$ cat src/rtl/key_input_pkg.sv
// Shared types and default timing for the key input path.
//   key_state_t : per-channel repeat FSM state encoding
//   default_*   : 10 ms / 500 ms / 100 ms expressed in clocks at clk_mhz
package key_input_pkg;

   localparam int unsigned clk_mhz = 27;
   localparam int unsigned cycles_per_ms = clk_mhz * 1000;

   localparam int unsigned default_debounce_cycles      = cycles_per_ms * 10;
   localparam int unsigned default_repeat_delay_cycles  = cycles_per_ms * 500;
   localparam int unsigned default_repeat_period_cycles = cycles_per_ms * 100;

   typedef enum logic [1:0] {
      IDLE   = 2'd0,
      DELAY  = 2'd1,
      REPEAT = 2'd2
   } key_state_t;

endpackage

$ cat src/rtl/key_debounce_repeat_if.sv
// Bundle of raw key inputs and the cleaned-up per-key level/event outputs.
//   master : key source / event consumer (drives key_raw)
//   slave  : the debounce block (drives level, press, release, strobe, held)
interface key_debounce_repeat_if #(
   parameter int unsigned w_key = 8
);

   logic [w_key-1:0] key_raw;
   logic [w_key-1:0] key_level;
   logic [w_key-1:0] key_press;
   logic [w_key-1:0] key_release;
   logic [w_key-1:0] key_strobe;
   logic [w_key-1:0] key_held;

   modport master (
      output key_raw,
      input  key_level, key_press, key_release, key_strobe, key_held
   );

   modport slave (
      input  key_raw,
      output key_level, key_press, key_release, key_strobe, key_held
   );

endinterface

$ cat src/rtl/key_debounce_repeat_channel.sv
// One key: 2-flop synchroniser, debounce counter, press/release pulses and
// typematic repeat FSM.
//   clock, reset : system clock, async active-high reset
//   key_raw      : raw asynchronous key level (1 = pressed)
//   key_level    : debounced level
//   key_press    : 1-cycle pulse on debounced rise
//   key_release  : 1-cycle pulse on debounced fall
//   key_strobe   : 1-cycle pulse on press and on each auto-repeat tick
//   key_held     : high while in REPEAT
module key_channel
   import key_input_pkg::*;
#(
   parameter int unsigned debounce_cycles      = default_debounce_cycles,
   parameter int unsigned repeat_delay_cycles  = default_repeat_delay_cycles,
   parameter int unsigned repeat_period_cycles = default_repeat_period_cycles
) (
   input  logic clock,
   input  logic reset,
   input  logic key_raw,
   output logic key_level,
   output logic key_press,
   output logic key_release,
   output logic key_strobe,
   output logic key_held
);

   localparam int unsigned db_w = $clog2(debounce_cycles + 1);
   localparam int unsigned dl_w = $clog2(repeat_delay_cycles + 1);
   localparam int unsigned pr_w = $clog2(repeat_period_cycles + 1);
   localparam int unsigned rc_w = (dl_w > pr_w) ? dl_w : pr_w;

   localparam logic [db_w-1:0] db_last = db_w'(debounce_cycles - 1);
   localparam logic [rc_w-1:0] dl_last = rc_w'(repeat_delay_cycles - 1);
   localparam logic [rc_w-1:0] pr_last = rc_w'(repeat_period_cycles - 1);

   localparam logic [1:0] s_idle   = 2'(IDLE);
   localparam logic [1:0] s_delay  = 2'(DELAY);
   localparam logic [1:0] s_repeat = 2'(REPEAT);

   logic            sync_a, sync_b;
   logic [db_w-1:0] db_cnt;
   logic            differ, flip, rise, fall;
   logic [1:0]      state, state_next;
   logic [rc_w-1:0] rpt_cnt, rpt_cnt_next;
   logic            strobe_next;

   // Two-flop synchroniser for the asynchronous key input
   always_ff @(posedge clock or posedge reset) begin
      if (reset) begin
         sync_a <= 1'b0;
         sync_b <= 1'b0;
      end else begin
         sync_a <= key_raw;
         sync_b <= sync_a;
      end
   end

   // The stable level flips on the debounce_cycles-th consecutive differing cycle
   assign differ = sync_b ^ key_level;
   assign flip   = differ && (db_cnt == db_last);
   assign rise   = flip && sync_b;
   assign fall   = flip && !sync_b;

   // Debounce counter, stable level and edge pulses
   always_ff @(posedge clock or posedge reset) begin
      if (reset) begin
         db_cnt      <= '0;
         key_level   <= 1'b0;
         key_press   <= 1'b0;
         key_release <= 1'b0;
      end else begin
         key_press   <= rise;
         key_release <= fall;
         if (!differ || flip) db_cnt <= '0;
         else                 db_cnt <= db_cnt + db_w'(1);
         if (flip) key_level <= sync_b;
      end
   end

   // Repeat FSM state register
   always_ff @(posedge clock or posedge reset) begin
      if (reset) begin
         state      <= s_idle;
         rpt_cnt    <= '0;
         key_strobe <= 1'b0;
         key_held   <= 1'b0;
      end else begin
         state      <= state_next;
         rpt_cnt    <= rpt_cnt_next;
         key_strobe <= strobe_next;
         key_held   <= (state_next == s_repeat);
      end
   end

   // Repeat FSM next state; a release always beats a repeat tick
   always_comb begin
      state_next   = state;
      rpt_cnt_next = rpt_cnt;
      strobe_next  = 1'b0;
      case (state)
         s_idle: begin
            if (rise) begin
               state_next   = s_delay;
               rpt_cnt_next = '0;
               strobe_next  = 1'b1;
            end
         end
         s_delay: begin
            if (fall) begin
               state_next   = s_idle;
               rpt_cnt_next = '0;
            end else if (rpt_cnt == dl_last) begin
               state_next   = s_repeat;
               rpt_cnt_next = '0;
               strobe_next  = 1'b1;
            end else begin
               rpt_cnt_next = rpt_cnt + rc_w'(1);
            end
         end
         s_repeat: begin
            if (fall) begin
               state_next   = s_idle;
               rpt_cnt_next = '0;
            end else if (rpt_cnt == pr_last) begin
               rpt_cnt_next = '0;
               strobe_next  = 1'b1;
            end else begin
               rpt_cnt_next = rpt_cnt + rc_w'(1);
            end
         end
         default: begin
            state_next   = s_idle;
            rpt_cnt_next = '0;
         end
      endcase
   end

endmodule

$ cat src/rtl/key_debounce_repeat.sv
// Debounce and typematic repeat for w_key independent board keys.
//   clock, reset : system clock, async active-high reset
//   keys         : key_raw in; key_level/press/release/strobe/held out
module key_debounce_repeat
   import key_input_pkg::*;
#(
   parameter int unsigned w_key                = 8,
   parameter int unsigned debounce_cycles      = default_debounce_cycles,
   parameter int unsigned repeat_delay_cycles  = default_repeat_delay_cycles,
   parameter int unsigned repeat_period_cycles = default_repeat_period_cycles
) (
   input logic                   clock,
   input logic                   reset,
   key_debounce_repeat_if.slave  keys
);

   // One fully independent channel per key
   for (genvar i = 0; i < w_key; i++) begin : g_ch
      key_channel #(
         .debounce_cycles      (debounce_cycles),
         .repeat_delay_cycles  (repeat_delay_cycles),
         .repeat_period_cycles (repeat_period_cycles)
      ) u_ch (
         .clock       (clock),
         .reset       (reset),
         .key_raw     (keys.key_raw[i]),
         .key_level   (keys.key_level[i]),
         .key_press   (keys.key_press[i]),
         .key_release (keys.key_release[i]),
         .key_strobe  (keys.key_strobe[i]),
         .key_held    (keys.key_held[i])
      );
   end

endmodule

$ cat src/flat_wrapper.sv
// flat-port wrapper written by rule: the top's interface ports become plain ports
module key_debounce_repeat_flat import key_input_pkg::*;
#(
   parameter int unsigned w_key                = 8,
   parameter int unsigned debounce_cycles      = default_debounce_cycles,
   parameter int unsigned repeat_delay_cycles  = default_repeat_delay_cycles,
   parameter int unsigned repeat_period_cycles = default_repeat_period_cycles
)
  (clock, reset, keys_key_raw, keys_key_level, keys_key_press, keys_key_release, keys_key_strobe, keys_key_held);
  key_debounce_repeat_if #(.w_key(w_key)) keys_i ();
  input logic clock;
  input logic reset;
  input wire logic [$bits(keys_i.key_raw)-1:0] keys_key_raw;
  output wire logic [$bits(keys_i.key_level)-1:0] keys_key_level;
  output wire logic [$bits(keys_i.key_press)-1:0] keys_key_press;
  output wire logic [$bits(keys_i.key_release)-1:0] keys_key_release;
  output wire logic [$bits(keys_i.key_strobe)-1:0] keys_key_strobe;
  output wire logic [$bits(keys_i.key_held)-1:0] keys_key_held;
  assign keys_i.key_raw = keys_key_raw;
  assign keys_key_level = keys_i.key_level;
  assign keys_key_press = keys_i.key_press;
  assign keys_key_release = keys_i.key_release;
  assign keys_key_strobe = keys_i.key_strobe;
  assign keys_key_held = keys_i.key_held;
  key_debounce_repeat #(.w_key(w_key), .debounce_cycles(debounce_cycles), .repeat_delay_cycles(repeat_delay_cycles), .repeat_period_cycles(repeat_period_cycles)) u_core (.clock(clock), .reset(reset), .keys(keys_i));
endmodule
$ cat config.mk
export PLATFORM = sky130hd
export DESIGN_NAME = key_debounce_repeat_flat
export DESIGN_NICKNAME = d
export VERILOG_FILES = /design/src/rtl/key_input_pkg.sv /design/src/rtl/key_debounce_repeat_if.sv /design/src/rtl/key_debounce_repeat_channel.sv /design/src/rtl/key_debounce_repeat.sv /design/src/flat_wrapper.sv
export SDC_FILE = /design/constraint.sdc
export NUM_CORES = 1
export LEC_CHECK = 0
export BUFFER_PORTS_ARGS = -buffer_cell sky130_fd_sc_hd__clkbuf_2
export CAP_MARGIN = 10
export CORE_ASPECT_RATIO = 0.7
export CORE_UTILIZATION = 40
export DETAILED_ROUTE_END_ITERATION = 8
export GPL_TIMING_DRIVEN = 0
export SLEW_MARGIN = 20
export SYNTH_ARGS = -nofsm -noshare
export SYNTH_HDL_FRONTEND = slang
export SYNTH_SLANG_ARGS = --single-unit
$ cat constraint.sdc
create_clock -name clock -period 29.6 [get_ports clock]
set_input_delay 4.44 -clock clock [delete_from_list [all_inputs] [get_ports clock]]
set_output_delay 4.44 -clock clock [all_outputs]
set_load 0.01 [all_outputs]
# After elaboration in Yosys (flattened, before gate mapping)
# Index checks and enable logic that the tools add are counted.
word_totals:
  regBits: 416
  inputBits: 10
  out_inout_bits: 40
  word_cells: 360
op_classes:
  add_sub_neg: 16
  n_eq_ne: 56
  muxes: 144
  bitwise_logic: 8
  n_reduce_logical: 56
ops:
  columns: ["cell", "count"]
  rows:
  - ["$mux W24", 40]
  - ["$pmux W24 S3", 8]
  - ["$add A24 B1 Y24 const B", 8]
  - ["$eq A24 B22 Y1 const B", 8]
  - ["$eq A24 B24 Y1 const B", 8]
  - ["$add A19 B1 Y19 const B", 8]
  - ["$eq A19 B19 Y1 const B", 8]
  - ["$mux W19", 8]
  - ["$mux W2", 32]
  - ["$pmux W2 S3", 8]
  - ["$mux W1", 40]
  - ["$eq A2 B2 Y1 const B", 16]
  - ["$logic_and A1 B1 Y1", 24]
  - ["$pmux W1 S3", 8]
  - ["$eq A2 B1 Y1 const B", 8]
  - ["$logic_not A1 Y1", 16]
  - ["$logic_not A2 Y1", 8]
  - ["$ne A2 B2 Y1 const B", 8]
  - ["$logic_or A1 B1 Y1", 8]
  - ["$xor A1 B1 Y1", 8]

# Logic depth before layout (Yosys ltp)
# Gate-level depths: netlist (run 1).
logic_depth:
  depth_word: 6
  depth_mapped: 9
  ltp_nobuf: 7

# Hierarchy
# From an unflattened synthesis (run 1), not the netlist that was laid out.
unflattened:
  hier_cells: 2425
  hier_area_um2: 22611.7
modules_own_cells:
  columns: ["mod", "instances", "cells_per_inst", "area_per_inst_um2", "seq_area_each_um2"]
  rows:
  - ["key_channel at u_core.g_ch[0].u_ch ...", 6, 305, 2801.4, 1301.2]
  - ["key_channel at u_core.g_ch[7].u_ch", 1, 297, 2949.1, 1301.2]
  - ["key_channel at u_core.g_ch[2].u_ch", 1, 298, 2854.0, 1301.2]

# Worst setup path before layout (run 1)
# No wires, ideal clock.
synth_timing:
  path_kind: "reg-to-output"
  start: "register u_core.g_ch[1].u_ch.key_level"
  end: "output keys_key_level[1]"
  arrival_time_ns: 0.520
  required_time_ns: 25.160
  slack_ns: 24.640
  path_stages_with_launch: 2
  path_buffers: 1
  cell_sequence: "dfrtp_1 buf_4"
synth_lines:
  columns: ["item", "line_no", "text"]
  rows:
  - ["start: declaration", "key_debounce_repeat_channel.sv:20", "output logic key_level,"]
  - ["start signal: assignment", "key_debounce_repeat_channel.sv:76", "if (flip) key_level <= sync_b;"]
  - ["end: declaration", "flat_wrapper.sv:14", "output wire logic [$bits(keys_i.key_level)-1:0] keys_key_level;"]
# No word-level cell between the ends.

# Worst setup path in the final report (run 1)
layout_timing:
  start: "register u_core.g_ch[0].u_ch.key_level"
  end: "output keys_key_level[0]"
layout_lines:
  columns: ["item", "line_no"]
  rows:
  - ["start: declaration", "key_debounce_repeat_channel.sv:20"]
  - ["start signal: assignment", "key_debounce_repeat_channel.sv:76"]
# No word-level cell between the ends.

==> results of run 1 <==
==> registers in the layout, summed over array words and instances, names as in the netlist <==
register / count
u_core.g_ch.u_ch.key_strobe: 8
u_core.g_ch.u_ch.key_release: 8
u_core.g_ch.u_ch.state: 16
u_core.g_ch.u_ch.db_cnt: 152
u_core.g_ch.u_ch.rpt_cnt: 192
u_core.g_ch.u_ch.key_press: 8
u_core.g_ch.u_ch.sync_a: 8
u_core.g_ch.u_ch.key_level: 8
u_core.g_ch.u_ch.key_held: 8
u_core.g_ch.u_ch.sync_b: 8
==> worst min path at each step <==
stage	startpoint	endpoint	cells after the start
after floorplan	u_core.g_ch[0].u_ch.sync_a	u_core.g_ch[0].u_ch.sync_b	0
after global placement	u_core.g_ch[0].u_ch.sync_a	u_core.g_ch[0].u_ch.sync_b	0
after detailed placement	u_core.g_ch[4].u_ch.sync_a	u_core.g_ch[4].u_ch.sync_b	0
after CTS	u_core.g_ch[4].u_ch.sync_a	u_core.g_ch[4].u_ch.sync_b	0
after global routing	u_core.g_ch[4].u_ch.sync_a	u_core.g_ch[4].u_ch.sync_b	0
final	u_core.g_ch[4].u_ch.sync_a	u_core.g_ch[4].u_ch.sync_b	0
==> metrics by stage <==
step,worst slack [ns],hold slack (ns),total power [uW]
floorplan,13.58,0.331,602
global placement,8.76,0.333,608
detailed placement,23.86,0.338,610
CTS,23.85,0.351,1240
global route,23.84,0.358,1260
finish,23.89,0.349,1210
==> cells in the final DEF, fill, tap and decap left out, types with 24 or more instances in the layout <==
cell type  instances
dfrtp_1          416
nor2_1           261
nand2_1          254
nand3_1          230
xor2_1            96
nand4_1           76
inv_1             65
xnor2_1           58
o311ai_0          55
clkbuf_1          54
and3_1            53
o21ai_0           53
nor3_1            49
clkbuf_16         49
clkbuf_2          49
ha_1              48
o31ai_1           47
and2_1            46
buf_4             42
a31oi_1           35
a21oi_1           35
nand2b_1          32
nor4_1            29
and4_1            24
==> cell type report <==
class / count / area (um^2)
flip-flops and latches: 416 / 10400
clock inverters: 18 / 196
plain buffers: 103 / 584
repair buffers: 53 / 355
well taps: 730 / 913
multi-input cells: 1778 / 10900
fillers: 5175 / 29100
inverters: 66 / 255
clock buffers: 69 / 1440
==> critical path: stages (launching register included) <==
cell      delay [ns]
dfrtp_1         0.42
buf_4           0.15
clkbuf_2        0.12
==> cell families (layout without fill, tap and decap cells) <==
| family | after synthesis | count (layout) | synth area share |
|---|---|---|---|
| AOI/OAI and AO/OA | 358 | 358 | 0.117 |
| buffers and inverters | 169 | 309 | 0.0375 |
| DFF | 416 | 416 | 0.470 |
| adders and majority gates | 48 | 48 | 0.0271 |
| muxes | 12 | 12 | 0.00593 |
| and+or+nand+nor | 1206 | 1206 | 0.282 |
| xor gates and xnor gates | 154 | 154 | 0.0609 |
==> synth_stat cells, drive strengths merged (50+ instances only) <==
library cell    n  area, um^2
buf            55         404
and3           53         332
o21ai          59         295
nor2          262         986
nand3         230        1150
xor2           96         841
nor3           50         255
nand4          76         475
dfrtp         416       10400
xnor2          58         508
o311ai         65         569
nand2         258         978
inv            66         248
==> layer usage <==
metal,GRT usage,part of all wire,vias up
met5,0,0,-
met4,0.0498,0.020,0
met3,0.0261,0.046,72
met2,0.266,0.43,347
met1,0.263,0.51,8780
li1,-,-,8761
==> power groups by stage <==
stage                     clock (uW)  combinational [uW]  sequential [uW]
after CTS                        636                24.5              576
after detailed placement           0                24.4              586
after global routing             658                27.8              576
after floorplan                    0                15.9              586
final                            614                23.1              576
after global placement             0                21.9              586
==> qor.csv, run 1 <==
stage,metric,value,unit
synthesis,ys async rst share,1.00,
clocking,H-Tree Depth,2,
die,DIE WIDTH,283,um
sta,fin. max-slew vios,0,
setup_path,Critical Path Fanout Max,4,
setup_path,reg2reg setup slack,26.53,ns
route,DR iter-0 viols,1324,
clocking,clock tree buffer depth,3,
route,drt total wl,49300,um
die,die height,199,um
route,Wirelength per Cell,15.2,um
power_and_ir_drop,Sw Share,0.217,
finish,Util after Layout,0.463,
synthesis,YS warnings,0,
clocking,cts repair resizes,0,
grt,vias in the first global route,16900,
sta,worst slew pin tran,1.06,ns
power_and_ir_drop,leakage power,0.0105,uW
finish,"Area growth, synth to finish",13.2,%
setup_path,Setup crit start kind,flop,
finish,layout cells sized above 1,0.0943,
die,IO Pins,50,
setup_path,reg2reg path depth,6,
setup_path,critical path data arrival time,1.27,ns
power_and_ir_drop,Sw Pwr,264,uW
sta,Final Cycle Share,0.193,
setup_path,kind of critical path,reg2out,
die,core area,54200,um^2
grt,initial antenna violation count,0,
sta,Layout Skew,0.0185,ns
setup_path,Worst R2R Start,u_core.g_ch[6].u_ch.rpt_cnt[17],
power_and_ir_drop,VDD IR-drop max,0.0000357,V
place,Final HPWL DP,33400,um
power_and_ir_drop,Gate power share,0.019,
sta,fmax,175,MHz
die,starting density of the core,0.409,
die,Std-Cell Rows,71,
synthesis,Post-synth EDFFs,0,
grt,largest net degree at the start of global routing,104,
grt,global route total overflow,0,
route,vias after detailed routing,18000,
synthesis,Syn Area/Cell,9.38,um^2
finish,cell area after layout,25100,um^2
clocking,hold buffers post-CTS,0,
clocking,postcts setup bufs,0,
run,Max Cap Viol,0,
finish,net count reported at finish,2523,
route,Via density,5.56,
setup_path,CP Launch Point,u_core.g_ch[0].u_ch.key_level,
clocking,clock transition at the registers of the reported paths,0.06,ns
setup_path,CP Data Required Time,25.16,ns
place,Port Buffers,49,
synthesis,cell count after synthesis,2363,
power_and_ir_drop,PwrDens,48.4,nW/um^2
power_and_ir_drop,power share of the clock group,0.506,
synthesis,sequential share of the synthesized area,0.470,
sta,setup violators final,0,
clocking,clock network latency to the later pin of the worst-skew pair,0.58,ns
sta,Tmin final,5.71,ns
sta,Slew headroom,0.287,
grt,first-pass GRT wire length,84600,um
clocking,CTS tree,done,
power_and_ir_drop,internal power,950,uW
min_path,Worst Hold Class,reg2reg,
grt,aggregate global-route resource usage,0.177,
route,residual DRC count,0,
die,die area,56400,um^2
status,status,finished clean,
setup_path,worst r2r dst,u_core.g_ch[6].u_ch.rpt_cnt[6],
place,cell area after placement,23400,um^2
sta,RSZ-0062 raised after global routing,false,
synthesis,Synth Cell Area,22200,um^2
synthesis,"Net Count, Synth",2421,
clocking,CTS Sinks,416,
sta,Sum Neg Setup Slack,0,ns
synthesis,Seq cells post-synth,416,
setup_path,end point of the critical path,keys_key_level[0],
place,placed insts,3146,
synthesis,Most used DFF post-synth,dfrtp_1,
route,Antenna Nets Post-Route,0,
clocking,clock tree root driver cell,clkbuf_16,
synthesis,Synth cell types,77,
sta,final count of hold timing violations,0,
finish,diode count,0,
place,Placer Congestion,0.892,
finish,fin cells,3233,
route,Pre-Repair DR Iteration Count,7,
power_and_ir_drop,sequential share of power,0.475,
clocking,TritonCTS buffer count,47,
setup_path,Crit. End Element,primary output,
Note: power is estimated with default switching activity, not from simulation.
==> inputs of run 2 (changes only) <==
==> constraint.sdc (replaced) <==
create_clock -name clock -period 5.5 [get_ports clock]
set_input_delay 0.825 -clock clock [delete_from_list [all_inputs] [get_ports clock]]
set_output_delay 0.825 -clock clock [all_outputs]
set_load 0.01 [all_outputs]
==> run 2 against run 1 <==
Sequential cell count stayed put. Routed wire length is 0.37% higher. Count of clock-buffer cells in the layout down 8. First-iteration DRC count rose by 13%. Non-clock buffer count is 11 higher. Clock skew shrank 0.0044 ns. Design area is 0.37% higher. Global-route usage down 0.072 points. Worst hold slack got worse by 0.10 ns. Worst setup slack got worse by 21 ns. Highest routed layer unchanged. Sequential power increased to 5.4 times the previous value.
==> qor.csv, run 2 (synthesized netlist as in run 1, its figures left out) <==
stage,metric,value,unit,change
status,status,finished clean,,unchanged
route,Antenna Nets Post-Route,0,,unchanged
die,IO Pins,50,,unchanged
finish,"most common cell after layout, fill and taps aside",dfrtp_1,,unchanged
die,starting density of the core,0.409,,unchanged
setup_path,kind of critical path,reg2reg,,was reg2out
power_and_ir_drop,total design power,6380,uW,was 1210 uW
die,Std-Cell Rows,71,,unchanged
place,Final HPWL DP,34400,um,was 33400 um
setup_path,Crit. End Element,flop,,was primary output
clocking,clock tree root driver cell,clkbuf_16,,unchanged
finish,layout cells sized above 1,0.0945,,was 0.0943
sta,worst slew pin tran,1.08,ns,was 1.06 ns
clocking,clock network latency to the later pin of the worst-skew pair,0.58,ns,about the same
finish,net count reported at finish,2532,,was 2523
place,Port Buffers,49,,unchanged
sta,setup violators final,0,,unchanged
clocking,hold buffers post-CTS,0,,unchanged
route,Wirelength per Cell,15.3,um,was 15.2 um
sta,Tmin final,3.05,ns,
sta,RSZ-0062 raised after global routing,false,,unchanged
route,residual DRC count,0,,unchanged
min_path,Worst Hold Class,in2async,,was reg2reg
finish,most frequent cells in the layout,"dfrtp_1, nor2_1, nand2_1, nand3_1, xor2_1",,unchanged
sta,Slew headroom,0.272,,was 0.287
power_and_ir_drop,PwrDens,253,nW/um^2,was 48.4 nW/um^2
power_and_ir_drop,VDD IR-drop max,0.000223,V,was 0.0000357 V
clocking,clock tree buffer depth,3,,unchanged
clocking,H-Tree Depth,2,,unchanged
die,DIE WIDTH,283,um,unchanged
finish,Util after Layout,0.465,,was 0.463
route,vias after detailed routing,17900,,was 18000
finish,largest reg by FF count,u_core.g_ch.u_ch.rpt_cnt,,unchanged
setup_path,Crit path largest cell delay,0.82,ns,was 0.42 ns
sta,fmax,328,MHz,
setup_path,Setup crit start kind,flop,,unchanged
sta,Layout Skew,0.0140,ns,was 0.0185 ns
grt,initial antenna violation count,0,,unchanged
sta,fin. max-slew vios,0,,unchanged
die,die height,199,um,unchanged
clocking,CTS Sinks,416,,unchanged
sta,Final Cycle Share,0.555,,
die,core area,54200,um^2,unchanged
grt,aggregate global-route resource usage,0.176,,was 0.177
clocking,postcts setup bufs,0,,unchanged
setup_path,CP Cell Sequence,"nor4b_1, nand4_1, o31ai_2, nand2_1, o311ai_0",,"was buf_4, clkbuf_2"
setup_path,slowest library cell on the worst path,o31ai_2,,was dfrtp_1
finish,Fillers,5126,,was 5175
sta,final count of hold timing violations,0,,unchanged
route,drt total wl,49500,um,was 49300 um
route,Via density,5.53,,was 5.56
setup_path,CP Data Required Time,5.95,ns,was 25.16 ns
die,die area,56400,um^2,unchanged
clocking,CTS tree,done,,unchanged
finish,"Area growth, synth to finish",13.6,%,was 13.2%
clocking,cts repair resizes,0,,unchanged
finish,top flop regs,"u_core.g_ch.u_ch.rpt_cnt: 192 flops, u_core.g_ch.u_ch.db_cnt: 152 flops, u_core.g_ch.u_ch.state: 16 flops",,unchanged
place,Placer Congestion,0.852,,was 0.892
route,Pre-Repair DR Iteration Count,5,,was 7
power_and_ir_drop,leakage power,0.0105,uW,about the same
finish,max FFs per register,192,,unchanged
clocking,TritonCTS buffer count,45,,was 47
finish,diode count,0,,unchanged
clocking,clock transition at the registers of the reported paths,0.06,ns,about the same
run,Max Cap Viol,0,,unchanged
setup_path,Critical Path Fanout Max,10,,was 4
grt,vias in the first global route,16800,,was 16900
grt,first-pass GRT wire length,84200,um,was 84600 um
route,DR iter-0 viols,1499,,was 1324
setup_path,critical path data arrival time,3.50,ns,was 1.27 ns
grt,largest net degree at the start of global routing,35,,was 104
grt,global route total overflow,0,,unchanged
[run 2: cell types whose count changed in the layout (fill, tap and decap cells not counted), sizes merged]
cell,previous run,this run
buf,59,70
bufinv,4,5
clkinv,13,9
clkbuf,166,158
clkinvlp,0,5
[run 2: metrics by stage]
stage	std cells	hold slack, ns	worst slack (ns)	cell area, um^2	setup TNS [ns]
floorplan	2363	0.331	-0.935	22200	-388.78
global placement	3142	0.335	-3.52	23300	-1452.67
detailed placement	3157	0.336	2.45	23700	0
CTS	3238	0.222	2.47	25200	0
global route	3238	0.247	2.24	25200	0
finish	3238	0.248	2.45	25200	0
[run 2: cell type report]
class                      instances  area [um^2]  share of cell area
clock inverter                    20          246             0.00979
sequential                       416        10400               0.413
clock buffer                      61         1270              0.0504
inverter                          66          251             0.00999
tap                              730          913              0.0363
timing repair buffer              64          576              0.0229
multi-input combinational       1778        10900               0.434
buffer                           103          584              0.0232
[run 2: where the power goes]
part           switching (uW)  internal [uW]  leakage, uW
Sequential               17.4           3080      0.00576
Clock                    1280           1860     0.000735
Combinational            97.4           45.0      0.00400
Total                    1400           4980       0.0105
[run 2: final timing paths]
path | start | end | slack (ns) | depth (start not counted)
max | u_core.g_ch[6].u_ch.db_cnt[13] | u_core.g_ch[6].u_ch.rpt_cnt[4] | 2.45 | 5
max reg2reg | u_core.g_ch[6].u_ch.db_cnt[13] | u_core.g_ch[6].u_ch.rpt_cnt[4] | 2.45 | 5
min reg2reg | u_core.g_ch[4].u_ch.sync_a | u_core.g_ch[4].u_ch.sync_b | 0.34 | 0
min in group clock | u_core.g_ch[4].u_ch.sync_a | u_core.g_ch[4].u_ch.sync_b | 0.34 | 0
min | reset | u_core.g_ch[6].u_ch.db_cnt[1] | 0.25 | 2
max in group asynchronous | reset | u_core.g_ch[4].u_ch.rpt_cnt[15] | 4.08 | 6
[run 2: critical path: cells and delay by family (launching register included)]
| family | cells | cell delay, ns |
|---|---|---|
| AO/OA/AOI/OAI | 2 | 1.28 |
| flip-flops | 1 | 0.41 |
| AND/OR/NAND/NOR | 3 | 1.23 |
[run 2: layer usage]
layer	GRT usage	share of wire	vias to the layer above
met5	0	0	-
met4	0.0521	0.019	0
met3	0.0291	0.046	68
met2	0.254	0.42	375
met1	0.267	0.52	8673
li1	-	-	8778
